File: src/rtl/count_seg_display.sv
// count_seg_display: scans a 4-bit count onto a 4-digit, common-anode,
// time-multiplexed seven-segment display.
//   digit 0 = decimal ones, digit 1 = decimal tens (leading zero blanked),
//   digit 2 = hex value,    digit 3 = always blank.
// The count is captured once per scan frame, so every digit within a frame
// shows the same value. Anodes and cathodes are active-low and registered.
module count_seg_display #(
  parameter int unsigned REFRESH_DIV = 100000,
  parameter int unsigned DIV_W       = 17
) (
  input  logic       clk,
  input  logic       rst,
  input  logic [3:0] value,
  input  logic       blank,
  output logic [3:0] an,
  output logic [6:0] seg
);

  localparam logic [DIV_W-1:0] DIV_LAST  = DIV_W'(REFRESH_DIV - 1);
  localparam logic [DIV_W-1:0] DIV_ONE   = DIV_W'(1);
  localparam logic [6:0]       SEG_BLANK = 7'b1111111;
  localparam logic [3:0]       AN_OFF    = 4'b1111;

  // Active-low {g,f,e,d,c,b,a} pattern for a hex nibble.
  function automatic logic [6:0] hex_pattern(input logic [3:0] v);
    logic [6:0] p;
    case (v)
      4'h0:    p = 7'b1000000;
      4'h1:    p = 7'b1111001;
      4'h2:    p = 7'b0100100;
      4'h3:    p = 7'b0110000;
      4'h4:    p = 7'b0011001;
      4'h5:    p = 7'b0010010;
      4'h6:    p = 7'b0000010;
      4'h7:    p = 7'b1111000;
      4'h8:    p = 7'b0000000;
      4'h9:    p = 7'b0010000;
      4'hA:    p = 7'b0001000;
      4'hB:    p = 7'b0000011;
      4'hC:    p = 7'b1000110;
      4'hD:    p = 7'b0100001;
      4'hE:    p = 7'b0000110;
      4'hF:    p = 7'b0001110;
      default: p = SEG_BLANK;
    endcase
    return p;
  endfunction

  // Active-low anode code: only the selected digit's bit is cleared.
  function automatic logic [3:0] anode_code(input logic [1:0] s);
    logic [3:0] a;
    case (s)
      2'd0:    a = 4'b1110;
      2'd1:    a = 4'b1101;
      2'd2:    a = 4'b1011;
      2'd3:    a = 4'b0111;
      default: a = AN_OFF;
    endcase
    return a;
  endfunction

  logic [DIV_W-1:0] div_cnt_q, div_cnt_d;
  logic [1:0]       sel_q, sel_d;
  logic [3:0]       snap_q, snap_d;
  logic [3:0]       an_q, an_d;
  logic [6:0]       seg_q, seg_d;
  logic             tick_s;
  logic             tens_s;
  logic [3:0]       ones_s;
  logic [6:0]       digit_seg_s;

  // Refresh divider, digit selector and once-per-frame count snapshot.
  always_comb begin
    tick_s    = (div_cnt_q == DIV_LAST);
    div_cnt_d = div_cnt_q + DIV_ONE;
    sel_d     = sel_q;
    snap_d    = snap_q;
    if (tick_s) begin
      div_cnt_d = '0;
      sel_d     = sel_q + 2'd1;
      if (sel_q == 2'd3) begin
        snap_d = value;
      end else begin
        snap_d = snap_q;
      end
    end else begin
      sel_d  = sel_q;
      snap_d = snap_q;
    end
  end

  // Split the snapshot into decimal digits and pick the lit digit's pattern.
  always_comb begin
    tens_s      = (snap_q >= 4'd10);
    ones_s      = snap_q;
    digit_seg_s = SEG_BLANK;
    if (tens_s) begin
      ones_s = snap_q - 4'd10;
    end else begin
      ones_s = snap_q;
    end
    case (sel_q)
      2'd0: digit_seg_s = hex_pattern(ones_s);
      2'd1: begin
        if (tens_s) begin
          digit_seg_s = hex_pattern(4'd1);
        end else begin
          digit_seg_s = SEG_BLANK;
        end
      end
      2'd2:    digit_seg_s = hex_pattern(snap_q);
      2'd3:    digit_seg_s = SEG_BLANK;
      default: digit_seg_s = SEG_BLANK;
    endcase
  end

  // Output next-state: blank forces everything dark without stopping the scan.
  always_comb begin
    an_d  = AN_OFF;
    seg_d = SEG_BLANK;
    if (blank) begin
      an_d  = AN_OFF;
      seg_d = SEG_BLANK;
    end else begin
      an_d  = anode_code(sel_q);
      seg_d = digit_seg_s;
    end
  end

  // State and output registers; reset overrides everything.
  always_ff @(posedge clk) begin
    if (rst) begin
      div_cnt_q <= '0;
      sel_q     <= 2'd0;
      snap_q    <= 4'd0;
      an_q      <= AN_OFF;
      seg_q     <= SEG_BLANK;
    end else begin
      div_cnt_q <= div_cnt_d;
      sel_q     <= sel_d;
      snap_q    <= snap_d;
      an_q      <= an_d;
      seg_q     <= seg_d;
    end
  end

  assign an  = an_q;
  assign seg = seg_q;

endmodule

File: config.mk
export PLATFORM = sky130hd
export DESIGN_NAME = count_seg_display
export DESIGN_NICKNAME = d
export VERILOG_FILES = /design/src/rtl/count_seg_display.sv
export SDC_FILE = /design/constraint.sdc
export NUM_CORES = 1
export LEC_CHECK = 0
export ABC_AREA = 1
export BUFFER_PORTS_ARGS = -buffer_cell sky130_fd_sc_hd__buf_2
export CAP_MARGIN = 20
export CORE_MARGIN = 2
export CORE_UTILIZATION = 35
export CTS_CLUSTER_DIAMETER = 200
export DETAILED_ROUTE_END_ITERATION = 12
export GPL_ROUTABILITY_DRIVEN = 0
export GPL_TIMING_DRIVEN = 0
export PLACE_DENSITY_LB_ADDON = 0.05
export SYNTH_ARGS = -nofsm -noshare
export SYNTH_HDL_FRONTEND = slang
export SYNTH_SLANG_ARGS = --single-unit
File: constraint.sdc
create_clock -name clk -period 6.6 [get_ports clk]
set_input_delay 1.32 -clock clk [delete_from_list [all_inputs] [get_ports clk]]
set_output_delay 1.32 -clock clk [all_outputs]
set_load 0.01 [all_outputs]
Word level (Yosys, flattened, before mapping)
Memory sizes are Yosys's and may differ from the RTL's. A register that Yosys moved wholly into a read port is not among the register bits.
Index checks and enable logic that the tools add are counted.
Operators by class
  $add $sub $neg: 3
  $lt $le $gt $ge: 1
  equal/unequal tests: 4
  muxes and demuxes: 6
  reduce and logical (&&, ||, !) cells: 4
Operators by type and width (number)
  7-bit case mux with 4 select lines: 1
  17-bit by 1-bit adder with 17-bit output (second input constant): 1
  17-bit == test (second input constant): 1
  4-bit case mux with 4 select lines: 1
  4-bit two-way mux: 3
  2-bit == test (second input constant): 2
  4-bit greater-or-equal comparator (second input constant): 1
  2-bit OR reduction: 2
  4-bit subtractor (second input constant): 1
  3-bit two-way mux: 1
  2-bit by 1-bit adder with 2-bit output (second input constant): 1
  2-bit by 1-bit == test with 1-bit output (second input constant): 1
  2-bit zero test: 1
  2-bit AND reduction: 1
Storage, ports and cells
  register bits: 34
  ROM bits: 224
  bits of input ports: 7
  word-level logic and storage cells: 25
  memories kept: 2
Memories
  (name not given): depth 16, width 7, rd ports 1, clocked after memory_dff 0, wr ports 0, line 27  | case (v)
  (name not given): depth 16, width 7, rd ports 1, clocked after memory_dff 1, wr ports 0, line 27

Logic depth before layout (Yosys ltp)
Gate-level depths: netlist of the first run.
  word-level depth: 4
  depth in mapped cells: 14
  gate-level depth less buffers: 14

Worst setup path after synthesis of the first run
OpenSTA, ideal clock, no wires.
  path type: input to register
  from: input rst
  to: register with a tool-made name
  setup time: 0.112 ns
  arrival: 2.594 ns
  path slack: 3.893 ns
  stages on the path: 8
  cells stage by stage: inv_1 clkbuf_1 nand3_1 ha_1 inv_1 nand4_1 nand3_1 nand2_1
RTL lines
  start, declared: line 12  | input logic rst,

==> metrics.md, run 1 <==
| Metric | Value |
|---|---|
| Skew-Pair Late Insertion Delay | `0.29 ns` |
| Worst setup margin | `3.72 ns` |
| Max cap viols | `0` |
| Max_slew headroom | `0.659` |
| DRT Wirelength | `4830 um` |
| Pre-CTS WS | `3.41 ns` |
| Number of storage elements in the synthesis netlist | `41` |
| Die Area | `0.00714 mm2` |
| Post-CTS Setup Bufs | `0` |
| Worst Hold Class | `flip-flop to flip-flop` |
| CTS tree | `done` |
| DR WL/cell | `11.3 um` |
| Yosys warnings | `0` |
| Root buf cell | `clkbuf_8` |
| Highest metal used | `met4` |
| Vias | `between 2000 and 2500` |
| Clock period minus worst slack | `2.88 ns` |
| Worst Path Buf+Inv | `4` |
| Worst Path Required | `roughly 6.8 ns` |
| GRT overflow | `0` |
| Total track usage | `0.144` |
| M1 WL | `2640 um` |
| Mean area per synthesized cell | `between 6 and 7 um2` |
| Worst-Margin Slew | `0.506 ns` |
| Clock skew | `about 0.0090 ns` |
| Leak | `0.00117 uW` |
| Crit path arrival time | `3.06 ns` |
| Number of I/O port buffers | `17` |
| Worst Setup End Kind | `flip-flop` |
| Final max-slew violation count | `0` |
| Post-synth EDFFs | `0` |
| FILL cells | `~700` |
| Number of global-route vias before repair | `1818` |
| Clock Path Buffers | `2` |
| F_max | `~350 MHz` |
| Final Setup Violations | `0` |
| Worst setup path class | `input pin to flip-flop` |
| Area growth from synthesis to layout | `13.1%` |
| TNS Setup | `0 ns` |
| Library cells used by synthesis | `30` |
| Post-CTS sizing | `0` |
| Clk slew on worst S/H paths | `~0.08 ns` |
| CTS Hold Bufs | `0` |
| Crit path max-delay cell type | `clkbuf_1` |
| H-tree depth | `2` |
| Pin count of the biggest net entering global routing | `13` |
| Drt initial violations | `109` |
| Top_reg_cell synth | `dfxtp_1` |
| Worst reg-to-reg path cell count | `14` |
| Fraction of registers with async set/reset | `0` |
| Worst IR drop on VDD | `0.127 mV` |
| Final period utilization | `0.436` |
| Post-route ant nets | `0` |
| WP depth | `9` |
| Share of cells above drive strength 1 | `0.108` |
| Vias per inst | `between 4 and 5` |
| CP Max Fanout | `10` |
| DP HPWL | `3730 um` |
| Final #Nets | `372` |
| Die Height | `84.5 um` |
| Met2 Wirelength | `1970 um` |
| Clock Sinks | `41` |
| Post-DP Area | `between 0.002 and 0.0025 mm2` |
| Mapped Nets | `roughly 350` |
| Power per Cell Area | `186 mW/mm2` |
| DRC viols | `0` |
| WHS | `0.449 ns` |
| Routed wl met3 | `171 um` |
| Num CTS Buffers | `5` |
| Fin area | `around 0.0026 mm2` |
| Post-synthesis cell count | `327` |
| Core Box Area | `about 0.0063 mm2` |
| Num rows | `29` |
| Initial cell density of the core | `0.359` |
| Die X | `84.5 um` |
| IO Pins | `18` |
| Synthesized cell area | `0.00227 mm2` |
| Largest stage delay on the critical path | `around 0.39 ns` |
| Initial antenna violation count | `0` |
| RSZ-0062 raised after global routing | `no` |
| Seq/Total Area, Yosys | `0.362` |
| Run status | `finished, final reports clean` |
| N_diodes | `0` |
| First-pass GRT wire length | `8340 um` |
| CP delay by family, top | `buffers and inverters` |
| Fin. Hold Viols | `0` |
| CP cell instances | `buf_2 > inv_1 > clkbuf_1 > nand3_1 > ha_1 > inv_1 > nand4_1 > nand3_1 > nand2_1` |
| Worst Hold Depth | `1` |
| Final Util | `0.406` |
| Drt pass-1 iters | `4` |
| Crit start category | `input pin` |
[through the flow]
| step | power (uW) | instances |
|---|---|---|
| after detailed placement | 276 | 421 |
| after global routing | 500 | 429 |
| after CTS | 486 | 429 |
| after global placement | 276 | 421 |
| after floorplan | 269 | 327 |
| final | 479 | 429 |
[cells in the final DEF (no fill, tap or decap), drive strengths merged, types with 2 or more instances in the layout]
| cell | synthesis | routed |
|---|---|---|
| o211ai | 3 | 3 |
| dfxtp | 41 | 41 |
| nor4 | 2 | 2 |
| nand4 | 16 | 16 |
| xor2 | 5 | 5 |
| nor3 | 10 | 10 |
| o21ai | 9 | 9 |
| a31oi | 2 | 2 |
| nor2 | 32 | 32 |
| clkbuf | 4 | 11 |
| ha | 14 | 14 |
| buf | 2 | 19 |
| nand2 | 96 | 96 |
| nand3 | 31 | 31 |
| inv | 42 | 42 |
| clkinv | 2 | 2 |
| a21oi | 12 | 12 |
[cell usage after synthesis (all sizes together), types with 3 or more instances]
cell	instances	area, um2
nor3	10	61.3
nor2	32	130
nand2	96	373
o211ai	3	22.5
inv	42	158
nand3	31	185
clkbuf	4	15.0
dfxtp	41	821
nand4	16	106
xor2	5	43.8
ha	14	175
a21oi	12	60.1
o21ai	9	45.0
[layout make-up]
cell class,instances,area [um2],area share
Clock buffer,7,86.3,0.0336
Tap cell,77,96.3,0.0375
Buffer,6,25.0,0.00975
Timing Repair Buffer,17,85.1,0.0332
Sequential cell,41,821,0.320
Clock inverter,1,30.0,0.0117
Multi-Input combinational cell,236,1250,0.489
Inverter,44,168,0.0653
[cell families after synthesis]
family | Yosys count | synth area share
buffers and inverters | 50 | 0.0849
AO/OA/AOI/OAI | 28 | 0.0678
XOR/XNOR | 5 | 0.0193
flip-flops | 41 | 0.362
adder cells (fa/ha/maj) | 14 | 0.0772
AND/OR/NAND/NOR | 189 | 0.389
[worst paths after layout]
check                     from           end  slack [ns]
setup / recovery           rst     flip-flop        3.72
hold / removal    div_cnt_q[0]  div_cnt_q[0]        0.45
setup reg to reg  div_cnt_q[0]     flip-flop        4.15
hold reg to reg   div_cnt_q[0]  div_cnt_q[0]        0.45
[layer usage]
layer,vias to the layer above,global-route usage
met5,-,0
met4,0,0.0476
met3,4,0.0344
met2,30,0.209
met1,879,0.208
li1,1106,-
[power breakdown]
group / total, uW / switching, uW / leakage [uW] / internal [uW]
combinational: 17.4 / 11.0 / 0.000782 / 6.32
sequential: 253 / 1.39 / 0.000333 / 251
clock: 209 / 85.2 / 0.0000585 / 123
total: 479 / 97.7 / 0.00117 / 381
(Power assumes the default switching activity.)
==> inputs of run 2 (changes only) <==
==> constraint.sdc (replaced) <==
create_clock -name clk -period 2.35 [get_ports clk]
set_input_delay 0.47 -clock clk [delete_from_list [all_inputs] [get_ports clk]]
set_output_delay 0.47 -clock clk [all_outputs]
set_load 0.01 [all_outputs]
==> metrics.md, run 2 (synthesis gave the netlist of run 1 again) <==
| Metric | Value |
|---|---|
| Run status | `finished, final reports clean` |
| Worst Hold Class | `flip-flop to flip-flop` |
| Share of cells above drive strength 1 | `0.125` |
| Total net switching power | `275 uW` |
| Power Total | `1350 uW` |
| Final max-slew violation count | `0` |
| Combinational fraction of design power | `0.037` |
| Commonest non-fill, non-tap cell in the layout | `nand2_1` |
| RSZ-0062 raised after global routing | `no` |
| Crit start category | `flip-flop` |
| Fin. Hold Viols | `0` |
| Clk slew on worst S/H paths | `0.08 ns` |
| Vias per inst | `4.67` |
| Worst-Margin Slew | `just over 0.5 ns` |
| Leak | `0.00117 uW` |
| IO Pins | `18` |
| DP HPWL | `3730 um` |
| Sw frac | `0.205` |
| Number of global-route vias before repair | `1825` |
| Final Setup Violations | `0` |
| Root buf cell | `clkbuf_8` |
| First-pass GRT wire length | `approximately 8300 um` |
| Initial antenna violation count | `0` |
| Die Height | `roughly 85 um` |
| Num CTS Buffers | `5` |
| Non-filler instance count after layout | `429` |
| Clock Path Buffers | `2` |
| DRT Wirelength | `4790 um` |
| Drt pass-1 iters | `4` |
| Pin count of the biggest net entering global routing | `13` |
| Die Area | `0.00714 mm2` |
| Initial cell density of the core | `0.359` |
| Post-CTS Setup Bufs | `0` |
| Internal power | `between 1000 and 1500 uW` |
| Commonest cells after routing, fill and taps aside | `nand2_1 (92), inv_1 (40), dfxtp_1 (40)` |
| Met2 Wirelength | `1990 um` |
| Vias | `2005` |
| DR WL/cell | `11.2 um` |
| Post-route ant nets | `0` |
| H-tree depth | `2` |
| CTS tree | `done` |
| Highest metal used | `met4` |
| Power per Cell Area | `about 520 mW/mm2` |
| Clock skew | `~0.011 ns` |
| Drt initial violations | `103` |
| Sequential power share | `0.527` |
| Total track usage | `0.144` |
| M1 WL | `2610 um` |
| CP Max Fanout | `6` |
| Worst Setup End Kind | `flip-flop` |
| Clk pwr share | `0.436` |
| Max cap viols | `0` |
| Core Box Area | `0.00631 mm2` |
| F_max | `465 MHz` |
| Clock period minus worst slack | `2.15 ns` |
| Skew-Pair Late Insertion Delay | `0.29 ns` |
| Clock Sinks | `41` |
| Final period utilization | `0.915` |
| Final #Nets | `between 300 and 400` |
| Routed wl met3 | `~150 um` |
| N_diodes | `0` |
| Die X | `84.5 um` |
| R2r setup slk | `0.20 ns` |
| DRC viols | `0` |
| Max_slew headroom | `0.652` |
| Num rows | `29` |
| Area growth from synthesis to layout | `14.9%` |
| Worst Path Required | `2.53 ns` |
| Worst IR drop on VDD | `around 0.36 mV` |
| GRT overflow | `0` |
| Number of I/O port buffers | `17` |
| Cells after DPL | `421` |
| Worst setup path class | `flip-flop to flip-flop` |
| Crit path arrival time | `2.33 ns` |
-- run 2: cell counts in the layout (fill, tap and decap cells not counted) --
Identical to the previous run, type by type.
-- run 2: area by class of cell --
type	instances	area, um2
buffer	6	25.0
timing repair buffer	17	85.1
inverter	44	168
fill	693	3710
multi-input combinational	236	1290
clock inverter	1	30.0
tap	77	96.3
sequential	41	822
clock buffer	7	86.3
-- run 2: power groups by stage --
stage	logic (uW)	clock network, uW	registers [uW]
final	49.7	586	710
after global routing	55.9	639	711
after CTS	49.4	607	709
after detailed placement	48.2	0	726
after global placement	48.6	0	726
after floorplan	24.5	0	730
-- run 2: final timing paths --
| path | startpoint | end | cells after the start |
|---|---|---|---|
| worst min-delay path | div_cnt_q[0] | div_cnt_q[0] | 1 |
| worst min register to register | div_cnt_q[0] | div_cnt_q[0] | 1 |
| worst max-delay path | div_cnt_q[1] | flip-flop | 14 |
| worst max register to register | div_cnt_q[1] | flip-flop | 14 |
-- run 2: metrics by stage --
stage | setup TNS [ns] | area, um2 | utilization | worst slack, ns | hold WS, ns
floorplan | 0 | 2270 | - | 0.280 | 0.413
global placement | -0.171 | 2450 | 0.388 | -0.0852 | 0.430
detailed placement | -0.0822 | 2450 | 0.388 | -0.0750 | 0.434
CTS | 0 | 2580 | 0.408 | 0.0229 | 0.426
global route | 0 | 2610 | 0.413 | 0.000816 | 0.443
finish | 0 | 2610 | 0.413 | 0.200 | 0.418
-- run 2: what timing repair did --
item,4_1_cts,5_1_grt
hold buffers,0,0
pin swaps,0,2
resized for setup,3,7
endpoints found under the setup margin,5,7
-- run 2: critical path: stages, from the launching register on --
cell and delay, ns:
dfxtp_1 0.34, ha_1 0.17, nand2_1 0.11, nor2_4 0.15
inv_2 0.07, nor2_4 0.17, nand3_4 0.13, nand2_2 0.11
nand3_4 0.11, inv_2 0.10, ha_1 0.22, inv_1 0.08
nand4_1 0.10, nand3_1 0.11, nand2_1 0.06
-- run 2: routing by layer --
layer / global-route usage / vias to the layer above
li1: - / 1108
met1: 0.206 / 871
met2: 0.211 / 24
met3: 0.0344 / 2
met4: 0.0476 / 0
met5: 0 / -
